$ cat src/rtl/clk_cfg_pkg.sv
// Shared types and default timing for the clock-configuration sequencer.
package clk_cfg_pkg;

    localparam int unsigned SETTLE_CYCLES_DEF = 4;
    localparam int unsigned LOCK_CYCLES_DEF   = 16;

    typedef enum logic [1:0] {
        SRC_REF     = 2'd0,
        SRC_ROSC    = 2'd1,
        SRC_PLL     = 2'd2,
        SRC_ILLEGAL = 2'd3
    } src_e;

    typedef enum logic [2:0] {
        ST_IDLE,
        ST_PARK,
        ST_PLL_UP,
        ST_SEL_SRC,
        ST_UNPARK,
        ST_SET_DIV,
        ST_PLL_DN,
        ST_FIN
    } state_e;

endpackage

$ cat src/rtl/clk_cfg_tmr.sv
// Loadable down-counter shared by every wait state of the sequencer.
module clk_cfg_tmr
    import clk_cfg_pkg::*;
#(
    parameter int unsigned W = 3
) (
    input  logic         clk_i,
    input  logic         rst_ni,
    input  logic         load_i,
    input  logic [W-1:0] value_i,
    output logic         expired_o
);

    logic [W-1:0] cnt_q;

    always_ff @(posedge clk_i or negedge rst_ni) begin
        if (!rst_ni) begin
            cnt_q <= '0;
        end else if (load_i) begin
            cnt_q <= value_i;
        end else if (cnt_q != '0) begin
            cnt_q <= cnt_q - 1'b1;
        end
    end

    assign expired_o = (cnt_q == '0);

endmodule

$ cat src/rtl/clk_cfg_seq.sv
// Sequences rst_clk_ctrl controls: park on reference, PLL up, select, unpark, divide, PLL down.
module clk_cfg_seq
    import clk_cfg_pkg::*;
#(
    parameter int unsigned SETTLE_CYCLES = SETTLE_CYCLES_DEF,
    parameter int unsigned LOCK_CYCLES   = LOCK_CYCLES_DEF
) (
    input  logic       clk_i,
    input  logic       rst_ni,
    input  logic       req_valid_i,
    output logic       req_ready_o,
    input  logic [1:0] req_src_i,
    input  logic [1:0] req_rosc_i,
    input  logic [1:0] req_trim_i,
    input  logic [1:0] req_div_i,
    output logic       pll_en_o,
    output logic [1:0] pll_trim_o,
    output logic       sel_8mhz_o,
    output logic       sel_pll_o,
    output logic [1:0] sel_rosc_o,
    output logic [1:0] clk_div_o,
    output logic       busy_o,
    output logic       done_o,
    output logic       err_o
);

    localparam int unsigned MAX_WAIT = (SETTLE_CYCLES > LOCK_CYCLES) ? SETTLE_CYCLES : LOCK_CYCLES;
    localparam int unsigned CNT_W    = $clog2(MAX_WAIT + 1);
    // A state holding N cycles loads N-1 and leaves on the edge after expiry.
    localparam logic [CNT_W-1:0] LD_SETTLE = CNT_W'(SETTLE_CYCLES - 1);
    localparam logic [CNT_W-1:0] LD_LOCK   = CNT_W'(LOCK_CYCLES - 1);

    state_e           state_q, state_d;
    src_e             tgt_q;
    logic [1:0]       rosc_q, trim_q, div_q;
    logic             ill_q, ill_d;
    logic             tmr_load;
    logic [CNT_W-1:0] tmr_val;
    logic             tmr_exp;
    logic             accept;

    logic       pll_en_q, pll_en_d, sel_8mhz_q, sel_8mhz_d, sel_pll_q, sel_pll_d;
    logic [1:0] pll_trim_q, pll_trim_d, sel_rosc_q, sel_rosc_d, clk_div_q, clk_div_d;
    logic       busy_q, ready_q, done_q, err_q;

    assign accept = req_valid_i && (state_q == ST_IDLE);

    clk_cfg_tmr #(.W(CNT_W)) u_tmr (
        .clk_i     (clk_i),
        .rst_ni    (rst_ni),
        .load_i    (tmr_load),
        .value_i   (tmr_val),
        .expired_o (tmr_exp)
    );

    always_ff @(posedge clk_i or negedge rst_ni) begin
        if (!rst_ni) state_q <= ST_IDLE;
        else         state_q <= state_d;
    end

    always_comb begin
        state_d  = state_q;
        tmr_load = 1'b0;
        tmr_val  = LD_SETTLE;
        ill_d    = accept && (src_e'(req_src_i) == SRC_ILLEGAL);
        unique case (state_q)
            ST_IDLE: begin
                if (accept && (src_e'(req_src_i) != SRC_ILLEGAL)) begin
                    state_d  = ST_PARK;
                    tmr_load = 1'b1;
                end
            end
            ST_PARK: begin
                if (tmr_exp) begin
                    tmr_load = 1'b1;
                    if (tgt_q == SRC_PLL) begin
                        state_d = ST_PLL_UP;
                        tmr_val = LD_LOCK;
                    end else if (tgt_q == SRC_ROSC) begin
                        state_d = ST_SEL_SRC;
                    end else begin
                        state_d = ST_PLL_DN;
                    end
                end
            end
            ST_PLL_UP:  if (tmr_exp) begin state_d = ST_SEL_SRC; tmr_load = 1'b1; end
            ST_SEL_SRC: if (tmr_exp) begin state_d = ST_UNPARK;  tmr_load = 1'b1; end
            ST_UNPARK:  if (tmr_exp) begin state_d = ST_SET_DIV; tmr_load = 1'b1; end
            ST_SET_DIV: begin
                if (tmr_exp) begin
                    tmr_load = (tgt_q != SRC_PLL);
                    state_d  = (tgt_q == SRC_PLL) ? ST_FIN : ST_PLL_DN;
                end
            end
            ST_PLL_DN:  if (tmr_exp) state_d = ST_FIN;
            ST_FIN:     state_d = ST_IDLE;
            default:    state_d = ST_IDLE;
        endcase
    end

    // Controls follow the state one cycle later, so every output is a plain flop.
    always_comb begin
        pll_en_d   = pll_en_q;
        pll_trim_d = pll_trim_q;
        sel_8mhz_d = sel_8mhz_q;
        sel_pll_d  = sel_pll_q;
        sel_rosc_d = sel_rosc_q;
        clk_div_d  = clk_div_q;
        unique case (state_q)
            ST_PARK:    begin sel_8mhz_d = 1'b1; clk_div_d = 2'd0; end
            ST_PLL_UP:  begin pll_trim_d = trim_q; pll_en_d = 1'b1; end
            ST_SEL_SRC: begin sel_pll_d = (tgt_q == SRC_PLL); sel_rosc_d = rosc_q; end
            ST_UNPARK:  sel_8mhz_d = 1'b0;
            ST_SET_DIV: clk_div_d = div_q;
            ST_PLL_DN:  pll_en_d = 1'b0;
            default:    ;
        endcase
    end

    always_ff @(posedge clk_i or negedge rst_ni) begin
        if (!rst_ni) begin
            tgt_q      <= SRC_REF;
            rosc_q     <= 2'd0;
            trim_q     <= 2'd0;
            div_q      <= 2'd0;
            ill_q      <= 1'b0;
            pll_en_q   <= 1'b0;
            pll_trim_q <= 2'd0;
            sel_8mhz_q <= 1'b1;
            sel_pll_q  <= 1'b0;
            sel_rosc_q <= 2'd0;
            clk_div_q  <= 2'd0;
            busy_q     <= 1'b0;
            ready_q    <= 1'b1;
            done_q     <= 1'b0;
            err_q      <= 1'b0;
        end else begin
            if (accept) begin
                tgt_q  <= src_e'(req_src_i);
                rosc_q <= req_rosc_i;
                trim_q <= req_trim_i;
                div_q  <= req_div_i;
            end
            ill_q      <= ill_d;
            pll_en_q   <= pll_en_d;
            pll_trim_q <= pll_trim_d;
            sel_8mhz_q <= sel_8mhz_d;
            sel_pll_q  <= sel_pll_d;
            sel_rosc_q <= sel_rosc_d;
            clk_div_q  <= clk_div_d;
            busy_q     <= (state_d != ST_IDLE);
            ready_q    <= (state_d == ST_IDLE);
            done_q     <= (state_q == ST_FIN);
            err_q      <= ill_q;
        end
    end

    assign req_ready_o = ready_q;
    assign busy_o      = busy_q;
    assign done_o      = done_q;
    assign err_o       = err_q;
    assign pll_en_o    = pll_en_q;
    assign pll_trim_o  = pll_trim_q;
    assign sel_8mhz_o  = sel_8mhz_q;
    assign sel_pll_o   = sel_pll_q;
    assign sel_rosc_o  = sel_rosc_q;
    assign clk_div_o   = clk_div_q;

endmodule

$ cat config.mk
export PLATFORM = sky130hd
export DESIGN_NAME = clk_cfg_seq
export DESIGN_NICKNAME = d
export VERILOG_FILES = /design/src/rtl/clk_cfg_pkg.sv /design/src/rtl/clk_cfg_tmr.sv /design/src/rtl/clk_cfg_seq.sv
export SDC_FILE = /design/constraint.sdc
export NUM_CORES = 1
export LEC_CHECK = 0
export ABC_AREA = 1
export CAP_MARGIN = 10
export CORE_ASPECT_RATIO = 0.9
export CORE_MARGIN = 1.5
export CORE_UTILIZATION = 51
export CTS_CLUSTER_DIAMETER = 50
export DETAILED_ROUTE_END_ITERATION = 7
export GPL_TIMING_DRIVEN = 1
export PLACE_DENSITY = 0.77
export SYNTH_ARGS = -nofsm -noshare
export SYNTH_HDL_FRONTEND = slang
export SYNTH_SLANG_ARGS = --single-unit
$ cat constraint.sdc
create_clock -name clk_i -period 1.76 [get_ports clk_i]
set_input_delay 0.352 -clock clk_i [delete_from_list [all_inputs] [get_ports clk_i]]
set_output_delay 0.352 -clock clk_i [all_outputs]
set_load 0.1 [all_outputs]
==> out/results.md <==
- **die extent in x** 58.2 µm
- **Critical-path top delay cell** sky130_fd_sc_hd__dfrtp_1
- **unrepaired setup endpoints after global routing** no
- **Critical R2R Launch** u_tmr.cnt_q[0]
- **Placement Rows** 17
- **utilization after layout** 72.9%
- **CTS tree** done
- **Max Buffers Root-to-Sink** 2
- **sink count of the clock tree** 30
- **gate count after technology mapping** 147
- **number of antenna violations at the first check in global routing** 0
- **synthesized-area fraction occupied by and/or/nand/nor cells** 23.9%
- **Synth Area in XOR/XNOR** 1.25%
- **Layout area overhead** 32.1%
- **post-detailed-placement half-perimeter wirelength** 2.11 mm
- **wire length of the first global-routing pass** 4.92 mm
- **sequential share of the synthesized area** 53.9%
- **post-synthesis instance area** 1400 µm²
- **count of final setup violators** 0
- **Vias per Instance** 5.34
- **path class of the lowest-slack min-delay path** flop to flop
- **routed length per instance** 13.4 µm
- **vias in the first global route** 1124
- **Register-to-Register Setup Slack** 0.15 ns
- **final-report max-slew violation count** 0
- **Die Height** 52.7 µm
- **outcome** complete, but fails checks
- **number of enable flip-flop cells after synthesis** 0
- **H-tree depth** 2
- **number of clock buffers inserted by TritonCTS** 5
- **critical path cell sequence** inv_1 -> ha_1 -> nand2_2 -> nor2_4 -> nand2_1 -> nand3_1 -> inv_1 -> nor2_1 -> nand3_1
- **main flop type after synthesis** sky130_fd_sc_hd__dfrtp_1
- **launch point of the worst hold path** ill_q
- **FF-to-FF path depth** 9
- **Clk Tree Root Cell** sky130_fd_sc_hd__clkbuf_4
- **ranking of synthesized cells by instance count** sky130_fd_sc_hd__nand2_1 (31), sky130_fd_sc_hd__dfrtp_1 (28), sky130_fd_sc_hd__inv_1 (17), sky130_fd_sc_hd__nor2_1 (15)
- **area fraction in compound gates after synthesis** 7.43%
- **portion of netlist area occupied by mux cells** 4.57%
- **violated checks** design-rule violations
- **Crit Path Category** flop to flop
- **multi-input gate area in the final layout** 569 µm²
- **share of synthesized registers carrying an async set or reset** 100%
- **full die area** 3060 µm²
- **biggest fanout along the worst timing path** 10
- **Post-CTS Hold Fix Bufs** 0
- **RR Endpoint** busy_o
- **DR vias** 1101
- **maxcap violations** 0
- **clock-pin slew reported for the worst setup and hold paths after clock tree synthesis** 0.09 ns
- **Storage cell area** 753 µm²
- **boundary pin count** 24
- **area of the core region** 2530 µm²
- **final layout net count** 193
- **total of fill cells in the finished design** 184
- **Slew headroom** 75.0%
- **Total Negative Setup Slacks** 0 ns
- **input/output buffers** 23
- **Worst Clk Skew** 0.0119 ns
- **weighted congestion at the end of routability-driven global placement** 0.843
- **residual DRC count** 2
- **total number of yosys warnings** 0
- **critical path startpoint category** flop
- **total congestion overflow after global routing** 0
- **mean instance size in the synthesized netlist** 9.51 µm²
- **hold violation total from the final report** 0
- **cells taking the most area after synthesis** sky130_fd_sc_hd__dfrtp_1 (50%), sky130_fd_sc_hd__nand2_1 (8.3%), sky130_fd_sc_hd__inv_1 (4.6%), sky130_fd_sc_hd__nor2_1 (4.0%), sky130_fd_sc_hd__dfstp_2 (3.8%)
- **combinational family with the most area after synthesis** simple AND/OR/NAND/NOR gates
- **antenna viol nets, final** 0
- **hold depth** 0
- **Hold WS** 0.365 ns
- **crit-path max cell delay** 0.39 ns
- **Setup crit end kind** flop
- **WHS Endpoint** err_o
- **total nets after synthesis** 162
- **worst path arrival time** 1.81 ns
- **synth unique cells** 22
- **post-synthesis sequential element count** 30
- **shortest period the worst path allows** 1.61 ns
- **adder-cell share of the synthesized area** 3.58%
- **worst skew pair latency** 0.33 ns
- **Initial Utilization** 55.2%
- **cell with the most instances after synthesis** sky130_fd_sc_hd__nand2_1
- **Post CTS Setup Buffer Count** 0
- **CP required** 1.96 ns
- **post-CTS sizing** 0
- **largest net degree at the start of global routing** 31
- **total detailed-routing wirelength** 2.76 mm
- **Buf+Inv Stages, Crit Path** 2
- **final critical-path share of the clock period** 91.4%
- **post-synth top area share** 50.1%
- **combined global-route utilization of all metal layers** 22.4%
- **share of cells above drive strength 1** 21.3%
- **fmax** 0.622 GHz
- **drt first pass iters** 6
- **delay-heaviest family, CP** simple AND/OR/NAND/NOR gates
- **cell accounting for the most synthesized area** sky130_fd_sc_hd__dfrtp_1
- **transition time at the pin with the least slew margin** 0.375 ns
- **number of antenna repair diodes** 0
- **detailed router's first-iteration violation count** 29
[routing by layer]
layer / global-route usage (%) / vias up / part of all wire [%] / routed length (µm)
met4: 10.9 / 0 / 1.3 / 36
met5: 0 / - / 0 / 0
li1: - / 538 / - / -
met3: 5.93 / 5 / 5.8 / 160
met2: 38.1 / 43 / 49 / 1360
met1: 26.4 / 515 / 44 / 1210
[stage by stage]
step | instances | setup WS (ns) | area (µm²)
after detailed placement | 199 | 0.140 | 1800
after global routing | 206 | 0.00108 | 1850
after CTS | 206 | 0.127 | 1850
after global placement | 199 | 0.172 | 1800
final | 206 | 0.151 | 1850
after floorplan | 147 | 0.336 | 1400
[registers in the layout, summed over array words and instances, names as in the netlist]
name	flops
u_tmr.cnt_q	5
state_q	3
clk_div_o	2
div_q	2
pll_trim_o	2
rosc_q	2
sel_rosc_o	2
tgt_q	2
trim_q	2
busy_o	1
done_o	1
err_o	1
ill_q	1
pll_en_o	1
req_ready_o	1
sel_8mhz_o	1
sel_pll_o	1
[final cells by class]
class,count,share of cell area [%]
inverter,18,3.66
clock buffer,7,2.44
tap,28,1.90
sequential,30,40.8
multi-input combinational,98,30.8
timing repair buffer,25,20.3
[cells by family (layout without fill, tap and decap cells)]
| kind of cell | after synthesis | in the layout |
|---|---|---|
| simple gates | 69 | 69 |
| flops | 30 | 30 |
| buf+inv | 19 | 50 |
| compound gates | 18 | 18 |
| mux | 5 | 5 |
| fa+ha+maj | 4 | 4 |
| xor+xnor | 2 | 2 |
[worst max path at each step]
stage / start / to / slack, ns / cells after the start
2_1_floorplan: u_tmr.cnt_q[0] / busy_o / 0.34 / 9
3_3_place_gp: u_tmr.cnt_q[0] / busy_o / 0.17 / 9
3_5_place_dp: u_tmr.cnt_q[0] / busy_o / 0.14 / 9
4_1_cts: u_tmr.cnt_q[0] / busy_o / 0.13 / 9
5_1_grt: u_tmr.cnt_q[0] / busy_o / 0.001 / 9
6_report: u_tmr.cnt_q[0] / busy_o / 0.15 / 9
[placed cells by master, fill, tap and decap left out]
cell type	n
sky130_fd_sc_hd__xor2_1	2
sky130_fd_sc_hd__nand2_2	3
sky130_fd_sc_hd__dfstp_2	2
sky130_fd_sc_hd__buf_12	13
sky130_fd_sc_hd__nand4_1	5
sky130_fd_sc_hd__clkbuf_1	2
sky130_fd_sc_hd__o21ai_0	9
sky130_fd_sc_hd__nand3_1	9
sky130_fd_sc_hd__mux2_4	2
sky130_fd_sc_hd__a2bb2oi_1	1
sky130_fd_sc_hd__dfrtp_1	28
sky130_fd_sc_hd__clkdlybuf4s50_1	10
sky130_fd_sc_hd__buf_4	2
sky130_fd_sc_hd__inv_2	1
sky130_fd_sc_hd__mux2_2	3
sky130_fd_sc_hd__nor2_1	15
sky130_fd_sc_hd__a22o_2	2
sky130_fd_sc_hd__inv_1	17
sky130_fd_sc_hd__nand2_1	31
sky130_fd_sc_hd__nand3_2	1
sky130_fd_sc_hd__clkbuf_4	5
sky130_fd_sc_hd__nor2_4	3
sky130_fd_sc_hd__nor3_1	1
sky130_fd_sc_hd__nand3_4	1
sky130_fd_sc_hd__ha_1	4
sky130_fd_sc_hd__a21oi_1	6
Power is not shown: default switching activity piles up to over one toggle a cycle in this logic, so the estimate is an artifact.
